## src/rtl/cc_matrix_scan.sv

```systemverilog
// Purpose : time-multiplexed 8x8 LED matrix scanner with per-row blanking gap
//           and an optional shadow frame buffer (macro CC_MATRIX_SCAN_SHADOW_EN).
// Latency : all outputs registered; they change on the same edge as the state.
// Backpressure: none; free-running scan gated only by Enable_In.
//
// Ports:
//   CC_MATRIX_SCAN_CLOCK_50       in   1  system clock (rising edge)
//   CC_MATRIX_SCAN_RESET_InLow    in   1  asynchronous active-low reset
//   CC_MATRIX_SCAN_Enable_In      in   1  1 = scan, 0 = dark, position held at row 0
//   CC_MATRIX_SCAN_D0..D7_InBus   in   8  row patterns, bit i = column i, 0 = lit
//   CC_MATRIX_SCAN_Row_OutBus     out  8  one-hot active-high row select
//   CC_MATRIX_SCAN_Col_OutBus     out  8  active-low column drive
//   CC_MATRIX_SCAN_FrameDone_Out  out  1  one-cycle pulse at each frame boundary
//
// Config: define CC_MATRIX_SCAN_SHADOW_EN to latch the frame at scan start and at
// every frame wrap; otherwise Col follows the live input of the shown row.
module cc_matrix_scan #(
  parameter int ROW_CYCLES   = 5000,
  parameter int BLANK_CYCLES = 250
) (
  input  logic       CC_MATRIX_SCAN_CLOCK_50,
  input  logic       CC_MATRIX_SCAN_RESET_InLow,
  input  logic       CC_MATRIX_SCAN_Enable_In,
  input  logic [7:0] CC_MATRIX_SCAN_D0_InBus,
  input  logic [7:0] CC_MATRIX_SCAN_D1_InBus,
  input  logic [7:0] CC_MATRIX_SCAN_D2_InBus,
  input  logic [7:0] CC_MATRIX_SCAN_D3_InBus,
  input  logic [7:0] CC_MATRIX_SCAN_D4_InBus,
  input  logic [7:0] CC_MATRIX_SCAN_D5_InBus,
  input  logic [7:0] CC_MATRIX_SCAN_D6_InBus,
  input  logic [7:0] CC_MATRIX_SCAN_D7_InBus,
  output logic [7:0] CC_MATRIX_SCAN_Row_OutBus,
  output logic [7:0] CC_MATRIX_SCAN_Col_OutBus,
  output logic       CC_MATRIX_SCAN_FrameDone_Out
);

  localparam int CW = (ROW_CYCLES > 1) ? $clog2(ROW_CYCLES) : 1;
  localparam logic [CW-1:0] CNT_LAST = CW'(ROW_CYCLES - 1);
  localparam logic [CW-1:0] CNT_SHOW = CW'(BLANK_CYCLES);

  localparam logic [1:0] IDLE  = 2'd0;
  localparam logic [1:0] BLANK = 2'd1;
  localparam logic [1:0] SHOW  = 2'd2;
  // With no blanking gap every row slot starts directly in SHOW.
  localparam logic [1:0] SLOT_START = (BLANK_CYCLES == 0) ? SHOW : BLANK;

  logic [1:0]    r_state;
  logic [2:0]    r_idx;
  logic [CW-1:0] r_cnt;
  logic [7:0]    r_row;
  logic [7:0]    r_col;
  logic          r_frame_done;

  logic [1:0]    w_state_nxt;
  logic [2:0]    w_idx_nxt;
  logic [CW-1:0] w_cnt_nxt;
  logic [CW-1:0] w_cnt_inc;
  logic          w_reload;
  logic          w_frame;
  logic [7:0]    w_col_src;
  logic [7:0]    w_d [8];

  assign w_d[0] = CC_MATRIX_SCAN_D0_InBus;
  assign w_d[1] = CC_MATRIX_SCAN_D1_InBus;
  assign w_d[2] = CC_MATRIX_SCAN_D2_InBus;
  assign w_d[3] = CC_MATRIX_SCAN_D3_InBus;
  assign w_d[4] = CC_MATRIX_SCAN_D4_InBus;
  assign w_d[5] = CC_MATRIX_SCAN_D5_InBus;
  assign w_d[6] = CC_MATRIX_SCAN_D6_InBus;
  assign w_d[7] = CC_MATRIX_SCAN_D7_InBus;

  assign w_cnt_inc = r_cnt + CW'(1);

  // cnt runs 0..ROW_CYCLES-1 across one whole row slot; the BLANK->SHOW
  // switch happens when it reaches BLANK_CYCLES.
  always_comb begin
    w_state_nxt = r_state;
    w_idx_nxt   = r_idx;
    w_cnt_nxt   = r_cnt;
    w_reload    = 1'b0;
    w_frame     = 1'b0;
    if (!CC_MATRIX_SCAN_Enable_In) begin
      // Disable overrides everything, including a coincident frame wrap.
      w_state_nxt = IDLE;
      w_idx_nxt   = 3'd0;
      w_cnt_nxt   = '0;
    end else begin
      case (r_state)
        IDLE: begin
          w_reload    = 1'b1;
          w_idx_nxt   = 3'd0;
          w_cnt_nxt   = '0;
          w_state_nxt = SLOT_START;
        end
        BLANK, SHOW: begin
          if (r_cnt == CNT_LAST) begin
            w_cnt_nxt   = '0;
            w_idx_nxt   = r_idx + 3'd1;
            w_state_nxt = SLOT_START;
            if (r_idx == 3'd7) begin
              w_frame  = 1'b1;
              w_reload = 1'b1;
            end
          end else begin
            w_cnt_nxt = w_cnt_inc;
            if (r_state == BLANK && w_cnt_inc == CNT_SHOW) begin
              w_state_nxt = SHOW;
            end
          end
        end
        default: begin
          w_state_nxt = IDLE;
          w_idx_nxt   = 3'd0;
          w_cnt_nxt   = '0;
        end
      endcase
    end
  end

`ifdef CC_MATRIX_SCAN_SHADOW_EN
  logic [7:0] r_s [8];

  // On a reload edge the row being entered must already show the new frame,
  // so bypass the shadow and take the live input.
  assign w_col_src = w_reload ? w_d[w_idx_nxt] : r_s[w_idx_nxt];

  always_ff @(posedge CC_MATRIX_SCAN_CLOCK_50 or negedge CC_MATRIX_SCAN_RESET_InLow) begin
    if (!CC_MATRIX_SCAN_RESET_InLow) begin
      for (int i = 0; i < 8; i++) r_s[i] <= 8'hFF;
    end else if (w_reload) begin
      for (int i = 0; i < 8; i++) r_s[i] <= w_d[i];
    end
  end
`else
  assign w_col_src = w_d[w_idx_nxt];
`endif

  always_ff @(posedge CC_MATRIX_SCAN_CLOCK_50 or negedge CC_MATRIX_SCAN_RESET_InLow) begin
    if (!CC_MATRIX_SCAN_RESET_InLow) begin
      r_state      <= IDLE;
      r_idx        <= 3'd0;
      r_cnt        <= '0;
      r_row        <= 8'h00;
      r_col        <= 8'hFF;
      r_frame_done <= 1'b0;
    end else begin
      r_state      <= w_state_nxt;
      r_idx        <= w_idx_nxt;
      r_cnt        <= w_cnt_nxt;
      r_frame_done <= w_frame;
      // Outputs are decoded from the next state so they move with it.
      if (w_state_nxt == SHOW) begin
        r_row <= 8'd1 << w_idx_nxt;
        r_col <= w_col_src;
      end else begin
        r_row <= 8'h00;
        r_col <= 8'hFF;
      end
    end
  end

  assign CC_MATRIX_SCAN_Row_OutBus    = r_row;
  assign CC_MATRIX_SCAN_Col_OutBus    = r_col;
  assign CC_MATRIX_SCAN_FrameDone_Out = r_frame_done;

endmodule
```

## config.mk

```make
export PLATFORM = sky130hd
export DESIGN_NAME = cc_matrix_scan
export DESIGN_NICKNAME = d
export VERILOG_FILES = /design/src/rtl/cc_matrix_scan.sv
export SDC_FILE = /design/constraint.sdc
export NUM_CORES = 1
export LEC_CHECK = 0
export ABC_AREA = 1
export CORE_ASPECT_RATIO = 0.9
export CORE_MARGIN = 5
export CORE_UTILIZATION = 50
export DETAILED_ROUTE_END_ITERATION = 10
export HOLD_SLACK_MARGIN = 0.05
export PLACE_DENSITY = 0.95
export SYNTH_ARGS = -nofsm -noshare
export SYNTH_HDL_FRONTEND = slang
export SYNTH_SLANG_ARGS = --single-unit
```

## constraint.sdc

```tcl
create_clock -name CC_MATRIX_SCAN_CLOCK_50 -period 3.1 [get_ports CC_MATRIX_SCAN_CLOCK_50]
set_clock_uncertainty 0.05 [all_clocks]
set_input_delay 0.465 -clock CC_MATRIX_SCAN_CLOCK_50 [delete_from_list [all_inputs] [get_ports CC_MATRIX_SCAN_CLOCK_50]]
set_output_delay 0.465 -clock CC_MATRIX_SCAN_CLOCK_50 [all_outputs]
set_load 0.05 [all_outputs]
```

==> After elaboration in Yosys (flattened, before gate mapping) <==
Index checks and enable logic that the tools add are counted.
{ "op_classes": {"n_addsub": 2, "mul": 0, "div_mod_pow": 0, "order_cmp": 1, "n_eq_ne": 6, "shifts": 1, "mux": 19, "bitwise_logic": 1, "n_reduce_logical": 3} }
{ "op_table": {"columns": ["operator", "count"], "rows": [
  ["13-bit 2-to-1 mux", 3],
  ["8-bit 2-to-1 mux", 4],
  ["8-bit binary-select mux with 3-bit select", 1],
  ["13-bit by 1-bit adder with 13-bit output, second input constant", 1],
  ["13-bit equality test, second input constant", 1],
  ["13-bit by 8-bit equality test with 1-bit output, second input constant", 1],
  ["3-bit 2-to-1 mux", 3],
  ["1-bit by 3-bit << shifter with 8-bit output, first input constant", 1],
  ["2-bit 2-to-1 mux", 3],
  ["2-bit equality test, second input constant", 2],
  ["4-bit greater-or-equal comparator, second input constant", 1],
  ["1-bit 2-to-1 mux", 4],
  ["3-bit inverter with 4-bit output", 1],
  ["2-bit one-hot mux with 2 select lines", 1],
  ["3-bit by 1-bit adder with 3-bit output, second input constant", 1],
  ["3-bit equality test, second input constant", 1],
  ["2-bit by 1-bit equality test with 1-bit output, second input constant", 1],
  ["2-bit logical NOT", 1],
  ["2-bit OR reduction", 1],
  ["1-bit logical AND", 1]
]} }
{ "word_totals": {"regBits": 35, "latchBits": 0, "mem_bits_rw": 0, "romBits": 0, "output_inout_bits": 17, "elab_cells": 39, "memories": 0} }

==> Logic depth before layout (Yosys ltp) <==
{ "depth": {"ltp_word": 9, "depth_mapped": 17, "ltp_nobuf": 17} }

==> Worst setup path after synthesis <==
Ideal clock, no wire load.
{ "synth_timing": {"path_type": "register to register", "startpoint": "register r_cnt[0]", "endpoint": "register r_row[0] (netlist: CC_MATRIX_SCAN_Row_OutBus[0])", "setup_ps": 71, "arrival_time_ps": 1933, "setup_slack_ps": 1046, "path_stages_with_launch": 14, "path_buffers": 0, "cell_sequence": "dfrtp_1 -> ha_1 -> nand2_2 -> nor2_4 -> nand2_1 -> nand2_2 -> nand2_2 -> nor2_2 -> nand2_1 -> nor2_2 -> nand2_2 -> a211oi_4 -> nand2_4 -> nor2_2"} }
{ "synth_via": {"elab_chain_len": 9, "word_cells_on_any_way": 14, "classes_between": "add/sub: 1; eq/ne: 3; shift: 1; mux: 8; reduce/logical: 1"} }
{ "synth_rtl": {"columns": ["item", "line", "rtl"], "rows": [
  ["start, declared", "49", "logic [CW-1:0] r_cnt;"],
  ["start signal, assigned", "149", "r_cnt <= w_cnt_nxt;"],
  ["13-bit by 1-bit adder with 13-bit output", "72", "assign w_cnt_inc = r_cnt + CW'(1);"],
  ["13-bit by 8-bit equality test with 1-bit output", "106", "if (r_state == BLANK && w_cnt_inc == CNT_SHOW) begin"],
  ["1-bit logical AND", "106", null],
  ["2-bit 2-to-1 mux", "106", null],
  ["2-bit 2-to-1 mux (*)", "96", "if (r_cnt == CNT_LAST) begin"],
  ["2-bit one-hot mux with 2 select lines (*)", "88", "case (r_state)"],
  ["2-bit 2-to-1 mux (*)", "82", "if (!CC_MATRIX_SCAN_Enable_In) begin"],
  ["named net w_state_nxt[1]", "54", "logic [1:0] w_state_nxt;"],
  ["2-bit equality test (*)", "152", "if (w_state_nxt == SHOW) begin"],
  ["8-bit 2-to-1 mux (*)", "152", null],
  ["end signal, assigned", "153", "r_row <= 8'd1 << w_idx_nxt;"],
  ["end, declared", "50", "logic [7:0] r_row;"]
]} }
The timed path passes the listed nets; every way through them passes the cells marked *.

==> Worst setup path in the final report <==
{ "layout_timing": {"startpoint": "register r_cnt[0]", "endpoint": "register r_row[5] (netlist: CC_MATRIX_SCAN_Row_OutBus[5])"} }
Same word-level chain as after synthesis.

==> implementation parameters <==
Parameter                              Value

Hold path
  Hold crit path type ... reg -> reg

STA
  Unrepaired setup endpoints after global routing ... false
  Worst slew slack as a fraction of its limit ... 61.9%
  Total count of hold-check failures in the final report ... 0
  Final setup violation count ... 0
  Worst Tran Pin Value ... 0.569 ns
  Final critical delay including setup and external delays ... 2.50 ns
  Number of max-slew violations in the final report ... 0
  Maximum operating frequency ... 399 MHz
  Sum Neg Setup Slack ... 0 ns
  Crit share post-route ... 80.8%

Worst setup path
  Critical path cell sequence ... ha_1 -> nand2_2 -> nor2_4 -> nand2_1 -> nand2_1 -> nand2_1 -> nor2_2 -> nand2_1 -> nor2_2 -> nand2_2 -> a211oi_4 -> nand2_4 -> nor2_2
  Required time of the worst setup path ... 3.26 ns
  Internal reg-to-reg setup slack ... 0.60 ns
  CP endpoint kind ... flip-flop
  Arrival time of the worst setup path ... 2.67 ns
  Total buffers and inverters traversed by the critical path ... 0
  CP top delay family ... simple AND/OR/NAND/NOR gates
  Worst stage delay on the critical path ... 0.52 ns
  Slowest cell on the critical path ... sky130_fd_sc_hd__a211oi_4
  Most common cell type on the critical path ... sky130_fd_sc_hd__nand2_1
  Category of the worst setup path launch point ... flip-flop
  Max Fanout on Critical Path ... 10
  CP Class ... reg -> reg

Floorplanning
  Total die area ... 6530 um2
  Initial core utilization ... 51.5%
  Vertical die dimension ... 77.1 um
  Ports placed on the boundary ... 84
  Num rows ... 24
  Core Box Area ... 4860 um2
  Overall die width ... 84.6 um

Drt
  Antenna Violating Nets Remaining ... 0
  Total vias in the final route ... 2636
  Routed wire length per instance ... 13.2 um
  Iteration-0 DRC count of the detailed router ... 190
  Detailed-route vias per instance ... 5.05
  DRT Wirelength ... 6900 um
  DRC ... 0
  First-pass iteration count of the detailed router ... 4

Clock network
  Clock H-tree levels ... 2
  CTS root buffer ... sky130_fd_sc_hd__clkbuf_8
  Number of buffers on the longest clock path ... 2
  Clock slew at reported path FFs ... 0.07 ns
  Clk_lat worst skew ... 0.28 ns
  CTS tree ... done
  Post-CTS resize count ... 0
  Number of sinks handled by clock tree synthesis ... 35
  Cts-stage hold buffer count ... 0
  Total CTS buffers ... 5
  Post-CTS Setup Repair Bufs ... 0

Global routing
  Largest net degree at the start of global routing ... 36
  Initial antenna violation count ... 0
  Grt total ovfl ... 0
  Wire length of the first global-routing pass ... 11800 um
  GRT Resource Usage Total ... 22.0%
  Via count of the first global-routing pass ... 2748

Power
  Leakage power of the design ... 1.66 nW
  Maximum resistive drop on vdd ... 0.137 mV
  Total power after layout ... 0.914 mW
  Power density cells ... 264 nW/um2

Finish
  Fraction of layout instances using a drive strength above 1 ... 13.6%
  Count of placed standard cells in the final layout, fillers left out ... 522
  Commonest non-fill, non-tap cell in the layout ... sky130_fd_sc_hd__nand2_1
  Number of nets at the end of the flow ... 530
  Antenna fix cells ... 0
  Core occupancy in the finished layout ... 71.2%
  Fill cell total of the finished layout ... 371
  Growth of design area from synthesis to finish ... 38.3%
  Most frequent cells in the layout ... sky130_fd_sc_hd__nand2_1, sky130_fd_sc_hd__clkdlybuf4s50_1, sky130_fd_sc_hd__inv_1, sky130_fd_sc_hd__nand3_1, sky130_fd_sc_hd__dfrtp_1

Logic synthesis
  Syn. warnings ... 0
  Mean instance size in the synthesized netlist ... 6.79 um2
  Sequential cell area fraction in the yosys report ... 35.4%
  Syn nets ... 443
  Post-synthesis cell count ... 369
  Synthesis-stage register bit count ... 35
  Synth Cell Area ... 2500 um2
  Post-synthesis cell type count ... 27

Status
  Status ... complete, no violations

Placement
  HPWL Detailed ... 5490 um
  Placed instance count ... 514
  Count of buffers from port buffering ... 83
  Placer congestion estimate ... 0.901

Flow run
  Max-cap violations ... 0
## layout make-up
class                   instances  area [um2]  area share, %
multi-input cells             261        1300           37.5
well taps                      65        81.3           2.35
inverters                      64         240           6.94
flip-flops and latches         35         886           25.6
repair buffers                 89         876           25.3
clock inverters                 1        5.00          0.145
clock buffers                   7        76.3           2.20
## kinds of logic after synthesis
family	Yosys count	synth area share, %
fa+ha+maj	7	3.50
compound gates	6	2.00
flops	35	35.4
buf+inv	73	12.8
simple gates	246	45.7
xor+xnor	2	0.699
## layer usage
layer | up-vias | GRT usage, % | part of all wire (%)
met2 | 134 | 38.7 | 50
met3 | 17 | 7.61 | 9.9
met5 | - | 0 | 0
met1 | 1194 | 24.8 | 38
met4 | 0 | 6.80 | 2.2
li1 | 1291 | - | -
## registers in the layout, summed over array words and instances (netlist names)
name	count
CC_MATRIX_SCAN_FrameDone_Out	1
CC_MATRIX_SCAN_Row_OutBus	8
r_cnt	13
CC_MATRIX_SCAN_Col_OutBus	8
r_state	2
r_idx	3
## worst paths after layout
path,end,depth (start not counted),startpoint
setup / recovery,CC_MATRIX_SCAN_Row_OutBus[5]$_DFF_PN0_,13,r_cnt[0]$_DFF_PN0_
hold / removal,r_cnt[0]$_DFF_PN0_,1,r_cnt[0]$_DFF_PN0_
setup reg to reg,CC_MATRIX_SCAN_Row_OutBus[5]$_DFF_PN0_,13,r_cnt[0]$_DFF_PN0_
hold reg to reg,r_cnt[0]$_DFF_PN0_,1,r_cnt[0]$_DFF_PN0_
max in group asynchronous,CC_MATRIX_SCAN_Col_OutBus[4]$_DFF_PN1_,2,CC_MATRIX_SCAN_RESET_InLow
min in group asynchronous,r_cnt[6]$_DFF_PN0_,2,CC_MATRIX_SCAN_RESET_InLow
## report_power, final
group          total [mW]  switching, mW  internal (mW)
logic               0.136         0.0477         0.0878
clock network       0.316          0.159          0.158
registers           0.462        0.00254          0.459
## synth_stat cells, drive strengths merged
| cell | count | share of area (%) |
|---|---|---|
| nand2 | 147 | 23 |
| inv | 64 | 9.6 |
| nand3 | 53 | 11 |
| nor2 | 38 | 9.0 |
| dfrtp | 27 | 27 |
| dfstp | 8 | 8.4 |
| ha | 7 | 3.5 |
| buf | 6 | 2.3 |
| nand4 | 5 | 1.2 |
| clkbuf | 3 | 0.85 |
| nor3 | 3 | 1.0 |
| a21oi | 2 | 0.40 |
| xor2 | 2 | 0.70 |
| a211oi | 1 | 0.80 |
| o211ai | 1 | 0.30 |
| o21ai | 1 | 0.20 |
| o21bai | 1 | 0.30 |
## metrics by stage
| step | hold WS, ns | area, um2 | setup WS [ns] |
|---|---|---|---|
| 2_1_floorplan | 0.119 | 2500 | 1.05 |
| 3_3_place_gp | 0.443 | 3380 | 0.700 |
| 3_5_place_dp | 0.466 | 3380 | 0.661 |
| 4_1_cts | 0.475 | 3460 | 0.596 |
| 5_1_grt | 0.525 | 3460 | 0.344 |
| 6_report | 0.473 | 3460 | 0.596 |
Power figures use the tool's default switching activity.
